<file path="src/rtl/dual_ram_arbiter_pkg.sv">
// Shared definitions for the dual-port RAM arbiter: default widths, master ids.
// No logic of its own; the helper maps a master id to a one-hot grant vector.
// Imported by the round-robin sub-arbiter and the top level.
package dual_ram_arbiter_pkg;

  localparam int DW_DEFAULT = 32;
  localparam int AW_DEFAULT = 12;

  localparam logic MST_M0 = 1'b0;
  localparam logic MST_M1 = 1'b1;

  // One-hot grant vector for a given master id (bit 0 = M0, bit 1 = M1).
  function automatic logic [1:0] mst_onehot(input logic id);
    return (id == MST_M1) ? 2'b10 : 2'b01;
  endfunction

endpackage

</file>
<file path="src/rtl/rr_arb2.sv">
// Two-way round-robin arbiter with a one-bit priority pointer.
// Grant is combinational from req and the pointer; pointer updates on the clock edge.
// Any grant hands priority to the other master, so a waiting master waits at most one cycle.
module rr_arb2
  import dual_ram_arbiter_pkg::*;
(
  input  logic       clk,
  input  logic       rst,
  input  logic [1:0] req,
  output logic [1:0] gnt,
  output logic       prio
);

  // Uncontested requests pass straight through; a contested cycle goes to the pointer.
  always_comb begin
    gnt = 2'b00;
    if (!rst) begin
      if (req == 2'b11) gnt = mst_onehot(prio);
      else              gnt = req;
    end
  end

  // After any grant, point at the master that did not win, contested or not.
  always_ff @(posedge clk or posedge rst) begin
    if (rst)               prio <= MST_M0;
    else if (gnt != 2'b00) prio <= gnt[0] ? MST_M1 : MST_M0;
  end

endmodule

</file>
<file path="src/rtl/dual_ram_arbiter.sv">
// Shares one simple-dual-port RAM between two masters; read and write ports arbitrated independently.
// Grant is combinational in the request cycle; read data valid exactly one cycle after a read grant.
// Ungranted masters hold their request stable; nothing is latched here, and same-address forwarding is the RAM's job.
module dual_ram_arbiter
  import dual_ram_arbiter_pkg::*;
#(
  parameter int DW = DW_DEFAULT,
  parameter int AW = AW_DEFAULT
) (
  input  logic          clk,
  input  logic          rst,

  input  logic          m0_req_i,
  input  logic          m0_we_i,
  input  logic [AW-1:0] m0_addr_i,
  input  logic [DW-1:0] m0_wdata_i,
  output logic          m0_gnt_o,
  output logic          m0_rvalid_o,
  output logic [DW-1:0] m0_rdata_o,

  input  logic          m1_req_i,
  input  logic          m1_we_i,
  input  logic [AW-1:0] m1_addr_i,
  input  logic [DW-1:0] m1_wdata_i,
  output logic          m1_gnt_o,
  output logic          m1_rvalid_o,
  output logic [DW-1:0] m1_rdata_o,

  output logic          ram_w_en_o,
  output logic [AW-1:0] ram_w_addr_o,
  output logic [DW-1:0] ram_w_data_o,
  output logic          ram_r_en_o,
  output logic [AW-1:0] ram_r_addr_o,
  input  logic [DW-1:0] ram_r_data_i
);

  logic [1:0] wr_req;
  logic [1:0] rd_req;
  logic [1:0] wr_gnt;
  logic [1:0] rd_gnt;
  logic       wr_prio;
  logic       rd_prio;
  logic       rd_vld;
  logic       rd_owner;

  // Pointers stay inside the sub-arbiters; the copies here are only for debug visibility.
  logic       unused_prio;
  assign unused_prio = wr_prio ^ rd_prio;

  // Split each master's single access onto the write or read port.
  always_comb begin
    wr_req = {m1_req_i &  m1_we_i, m0_req_i &  m0_we_i};
    rd_req = {m1_req_i & ~m1_we_i, m0_req_i & ~m0_we_i};
  end

  rr_arb2 u_wr_arb (
    .clk  (clk),
    .rst  (rst),
    .req  (wr_req),
    .gnt  (wr_gnt),
    .prio (wr_prio)
  );

  rr_arb2 u_rd_arb (
    .clk  (clk),
    .rst  (rst),
    .req  (rd_req),
    .gnt  (rd_gnt),
    .prio (rd_prio)
  );

  // A master has at most one access in flight per cycle, so OR of both ports is its grant.
  always_comb begin
    m0_gnt_o = wr_gnt[0] | rd_gnt[0];
    m1_gnt_o = wr_gnt[1] | rd_gnt[1];
  end

  // Write port mux; address and data are forced to zero when no write is granted.
  always_comb begin
    ram_w_en_o   = |wr_gnt;
    ram_w_addr_o = '0;
    ram_w_data_o = '0;
    if (wr_gnt[0]) begin
      ram_w_addr_o = m0_addr_i;
      ram_w_data_o = m0_wdata_i;
    end else if (wr_gnt[1]) begin
      ram_w_addr_o = m1_addr_i;
      ram_w_data_o = m1_wdata_i;
    end
  end

  // Read port mux; address forced to zero when no read is granted.
  always_comb begin
    ram_r_en_o   = |rd_gnt;
    ram_r_addr_o = '0;
    if (rd_gnt[0])      ram_r_addr_o = m0_addr_i;
    else if (rd_gnt[1]) ram_r_addr_o = m1_addr_i;
  end

  // Remember who owns the read in flight; reset drops it so no stale rvalid escapes.
  always_ff @(posedge clk or posedge rst) begin
    if (rst) begin
      rd_vld   <= 1'b0;
      rd_owner <= MST_M0;
    end else begin
      rd_vld   <= |rd_gnt;
      rd_owner <= rd_gnt[1] ? MST_M1 : MST_M0;
    end
  end

  // Steer the valid to the owner; data is the RAM output shared by both masters.
  always_comb begin
    m0_rvalid_o = rd_vld & (rd_owner == MST_M0);
    m1_rvalid_o = rd_vld & (rd_owner == MST_M1);
    m0_rdata_o  = ram_r_data_i;
    m1_rdata_o  = ram_r_data_i;
  end

endmodule

</file>
<file path="config.mk">
export PLATFORM = sky130hd
export DESIGN_NAME = dual_ram_arbiter
export DESIGN_NICKNAME = d
export VERILOG_FILES = /design/src/rtl/dual_ram_arbiter_pkg.sv /design/src/rtl/rr_arb2.sv /design/src/rtl/dual_ram_arbiter.sv
export SDC_FILE = /design/constraint.sdc
export NUM_CORES = 1
export LEC_CHECK = 0
export BUFFER_PORTS_ARGS = -buffer_cell sky130_fd_sc_hd__buf_2
export CORE_AREA = 2 2 97 99
export DETAILED_ROUTE_END_ITERATION = 8
export DIE_AREA = 0 0 99 101
export GPL_TIMING_DRIVEN = 0
export SYNTH_ARGS = -nofsm -noshare
export SYNTH_HDL_FRONTEND = slang
export SYNTH_HIERARCHICAL = 1
export SYNTH_SLANG_ARGS = --single-unit
export TNS_END_PERCENT = 5
</file>
<file path="constraint.sdc">
create_clock -name clk -period 2.3 [get_ports clk]
set_clock_uncertainty 0.2 [all_clocks]
set_input_delay 0.115 -clock clk [delete_from_list [all_inputs] [get_ports clk]]
set_output_delay 0.115 -clock clk [all_outputs]
set_load 0.01 [all_outputs]
</file>
# ---- Yosys cells after proc, flatten, opt, wreduce, memory -nomap -nowiden
# Index checks and enable logic that the tools add are counted.
dict set report word_totals {
  latch_bits 0
  wordCells 36
  out_inout_bits 126
  mem_count 0
  ram_bits 0
  inputBits 126
  register_bits 4
  mem_bits_ro 0
}
dict set report op_classes {
  n_bitwise 11
  eq_ne 2
  shift 0
  multipliers 0
  reduce_logical 4
  div_mod_pow 0
  n_mux 15
  n_addsub 0
  magnitude_cmp 0
}
# operator count
set ops {}
lappend ops {{$mux 32} 2}
lappend ops {{$mux 12} 4}
lappend ops {{$mux 2} 6}
lappend ops {{$and 1x1->1} 6}
lappend ops {{$eq 2x2->1 const B} 2}
lappend ops {{$reduce_bool 2->1} 2}
lappend ops {{$reduce_or 2->1} 2}
lappend ops {{$mux 1} 3}
lappend ops {{$not 1->1} 3}
lappend ops {{$or 1x1->1} 2}

# ---- Longest topological paths before layout
dict set report logic_depth {
  depth_word 7
  depth_mapped 7
}

# ---- Modules after synthesis
# The synthesis kept the hierarchy.
# mod area_per_inst_um2 cells_each instances seq_area_each_um2
set by_module_without_submodules {}
lappend by_module_without_submodules {dual_ram_arbiter 1257.5 175 1 50.0}
lappend by_module_without_submodules {rr_arb2 71.3 8 2 25.0}

# ---- Worst setup path before layout
# No wires, ideal clock.
dict set report synth_path {
  path_kind {reg2out}
  from {register u_wr_arb.prio}
  to {output ram_w_data_o[10]}
  arrival_ns 1.302
  path_slack_ns 0.683
  path_buffers 2
  stages_incl_launch_ff 7
  path_cell_list {dfrtp_1 inv_1 a21boi_0 nor2b_2 buf_6 buf_8 a22o_1}
}
dict set report synth_between {
  elab_chain_cells 5
}
# item line
set synth_rtl {}
lappend synth_rtl {{start, declared} rr_arb2.sv:11} ;# output logic prio
lappend synth_rtl {{start signal, assigned} rr_arb2.sv:26} ;# else if (gnt != 2'b00) prio <= gnt[0] ? MST_M1 : MST_M0;
lappend synth_rtl {{$mux 2} dual_ram_arbiter_pkg.sv:14} ;# return (id == MST_M1) ? 2'b10 : 2'b01;
lappend synth_rtl {{$mux 2} rr_arb2.sv:18} ;# if (req == 2'b11) gnt = mst_onehot(prio);
lappend synth_rtl {{$mux 2} rr_arb2.sv:17} ;# if (!rst) begin
lappend synth_rtl {{net wr_gnt[1]} dual_ram_arbiter.sv:39} ;# logic [1:0] wr_gnt;
lappend synth_rtl {{$mux 32} dual_ram_arbiter.sv:86} ;# end else if (wr_gnt[1]) begin
lappend synth_rtl {{$mux 32} dual_ram_arbiter.sv:83} ;# if (wr_gnt[0]) begin
lappend synth_rtl {{end, declared} dual_ram_arbiter.sv:31} ;# output logic [DW-1:0] ram_w_data_o,
# The timed path passes the listed nets, and every way through them passes these cells.

# ---- Worst setup path after layout
dict set report layout_path {
  from {register u_wr_arb.prio}
  to {output ram_w_data_o[2]}
}
# The elaborated chain is that of the path after synthesis.

==> impl_metrics.py <==
metrics = {
    "outcome": {
        "outcome": "complete, no violations",
    },
    "clock_tree": {
        "htree_levels": 1,
        "clk_pin_slew_worst_paths_ns": 0.03,
        "cts_buffers": 3,
        "cts_setup_buffers": 0,
        "cts.sinks": 4,
        "cts-root-buf": "clkbuf_8",
        "insertion_delay_ns": 0.22,
        "cts_buffer_depth": 2,
        "cts_tree": "done",
    },
    "placed_design": {
        "port_buffers": 219,
        "post-dp-hpwl_um": 5650,
        "place_congestion": 0.729,
    },
    "global_routing": {
        "antenna_found_initial": 0,
        "grt_pass1_wl_um": 8760,
        "first_global_vias": 1883,
        "grt_use_total_pct": 10.7,
        "overflow": 0,
        "grt_max_degree": 11,
    },
    "setup_path": {
        "rr_worst_depth": 3,
        "cp_cell_sequence": "inv_1, a21boi_1, nor2b_2, buf_6, buf_8, a22o_1, buf_2",
        "cp-end-kind": "output port",
        "cp-start-kind": "register",
        "cp.required_ns": 1.99,
        "r2r_start": "u_rd_arb/prio",
        "critPathSlowestCell": "dfrtp_1",
        "worstSetupPathType": "reg2out",
        "critPathMaxFanout": 10,
        "rr_endpoint": "rd_vld",
        "arrival_ns": 1.73,
        "r2r_slack_ns": 1.04,
        "startpoint": "u_wr_arb/prio",
        "cp_slowest_stage_delay_ns": 0.39,
    },
    "synthesis": {
        "synth_warnings": 6,
        "ys_types": 19,
        "avgSynthCellArea_um2": 7.33,
        "syn_area_um2": 1400,
        "syn-instance-count": 191,
        "ys_seq_elements": 4,
        "synth_nets": 317,
        "seq_area_frac_synth_pct": 7.15,
    },
    "worst_hold_path": {
        "min_from": "rst",
        "hp-class": "in2reg",
        "min_to": "u_wr_arb/prio",
        "holdPathStages": 3,
    },
    "route": {
        "drt_wl_total_um": 6450,
        "wire_per_inst_um": 12.3,
        "via_count": 2110,
        "route.detailed.drc": 0,
        "ant_nets": 0,
        "drtIter0Drc": 40,
        "drtPass1Iterations": 4,
        "viasPerCell": 4.02,
    },
    "layout": {
        "final_cell_mix": "buf_2, buf_4, a22o_1",
        "final_common_cell": "buf_2",
        "fin_nets": 542,
        "fillCellCount": 970,
        "n_antenna_cell": 0,
        "syn2layout_area_growth_pct": 92.1,
        "layout-drive-gt1-share_pct": 73.2,
    },
    "die": {
        "rows": 35,
        "die_x_um": 99,
        "initial_utilization_pct": 15.6,
        "ioPinCount": 252,
        "dieArea_um2": 10000,
        "fp.coreArea_um2": 8980,
        "die_y_um": 101,
    },
    "timing": {
        "holdWs_ns": 0.0683,
        "maxSlewHeadroom_pct": 63.9,
        "hold_violations": 0,
        "period_needed_ns": 2.05,
        "grt_setup_unrepaired": "false",
        "fin_crit_sh_pct": 89.0,
        "tns_ns": 0,
        "finalMaxSlewViolations": 0,
        "max_freq_mhz": 489,
        "worstMarginPinSlew_ns": 0.541,
        "setup_viol": 0,
    },
    "power": {
        "p_clk_share_pct": 21.2,
        "power_density_nw_per_um2": 256,
        "p_sw_w": 0.000243,
        "swShare_pct": 35.3,
        "p_seq_share_pct": 12.5,
        "p_leak_nw": 1.69,
        "intPower_w": 0.000446,
        "ir_drop_mv": 0.0983,
        "p_comb_share_pct": 66.4,
    },
    "job": {
        "maxCapViolCount": 0,
    },
}
worst max path at each step:
stage | to | slack, ns | cells after the start
floorplan | ram_w_data_o[10] | 0.68 | 6
global placement | ram_w_addr_o[3] | 0.10 | 9
detailed placement | ram_w_addr_o[3] | 0.09 | 9
CTS | ram_w_addr_o[3] | 0.07 | 6
global route | ram_w_data_o[2] | 0.07 | 7
finish | ram_w_data_o[2] | 0.25 | 7
power by group through the flow:
stage	clock (W)	combinational (W)	sequential [W]
floorplan	0	0.000246	0.0000846
global placement	0	0.000453	0.0000853
detailed placement	0	0.000457	0.0000860
CTS	0.000149	0.000460	0.0000852
global route	0.000151	0.000498	0.0000869
finish	0.000146	0.000457	0.0000859
synth_stat cells:
cell type	instances	area [µm²]
buf_4	65	488
a22o_1	43	377
nand2_1	26	97.6
o21ai_1	13	65.1
buf_2	7	35.0
inv_1	5	18.8
dfrtp_1	4	100
nor2b_1	4	25.0
and2_1	3	18.8
buf_8	3	45.0
nor2b_2	3	26.3
or2_1	3	18.8
a21boi_0	2	15.0
a21oi_1	2	10.0
clkbuf_1	2	7.51
mux2i_1	2	20.0
or2b_1	2	15.0
buf_6	1	11.3
or2_2	1	6.26
worst max-delay path, delay by kind of cell, from the launching register on:
family / cells / cell delay (ns)
buf+inv: 4 / 0.50
compound gates: 2 / 0.41
flops: 1 / 0.39
simple gates: 1 / 0.21
cell families after synthesis:
family	Yosys count	synth area share, %
AO/OA/AOI/OAI	60	33.3
buffers and inverters	83	43.3
flip-flops	4	7.15
multiplexers	2	1.43
AND/OR/NAND/NOR	42	14.8
layer usage:
metal / wire, µm / up-vias / part of all wire (%) / track usage (%)
met3: 599 / 4 / 9.3 / 1.46
met5: 0 / - / 0 / 0
met2: 3300 / 130 / 51 / 19.6
li1: - / 1043 / - / -
met1: 2520 / 933 / 39 / 13.7
met4: 22 / 0 / 0.34 / 1.26
cell type report:
type	instances	area [µm²]	share of cell area, %
timing repair buffer	220	1110	41.1
multi-input combinational	104	698	26.0
buffer	78	587	21.8
tap	111	139	5.16
sequential	4	100	3.72
clock buffer	3	41.3	1.53
inverter	5	18.8	0.698
per-stage QoR:
stage          area [µm²]  cells  util (%)  worst slack [ns]  power (W)
3_3_place_gp         2640    521      29.4             0.104   0.000538
6_report             2690    525      30.0             0.253   0.000689
3_5_place_dp         2640    521      29.4            0.0942   0.000543
2_1_floorplan        1400    191         -             0.683   0.000330
4_1_cts              2690    525      29.9            0.0688   0.000695
5_1_grt              2690    525      30.0            0.0722   0.000736
registers in the layout, summed over array words and instances, names as in the netlist:
name	count
rd_owner	1
rd_vld	1
u_wr_arb/prio	1
u_rd_arb/prio	1
timing repair:
item,4_1_cts,5_1_grt
hold buffers,1,0
gates resized for setup,0,3
endpoints found under the setup margin,0,49
endpoints found under the hold margin,4,0
Note: power is estimated with default switching activity, not from simulation.
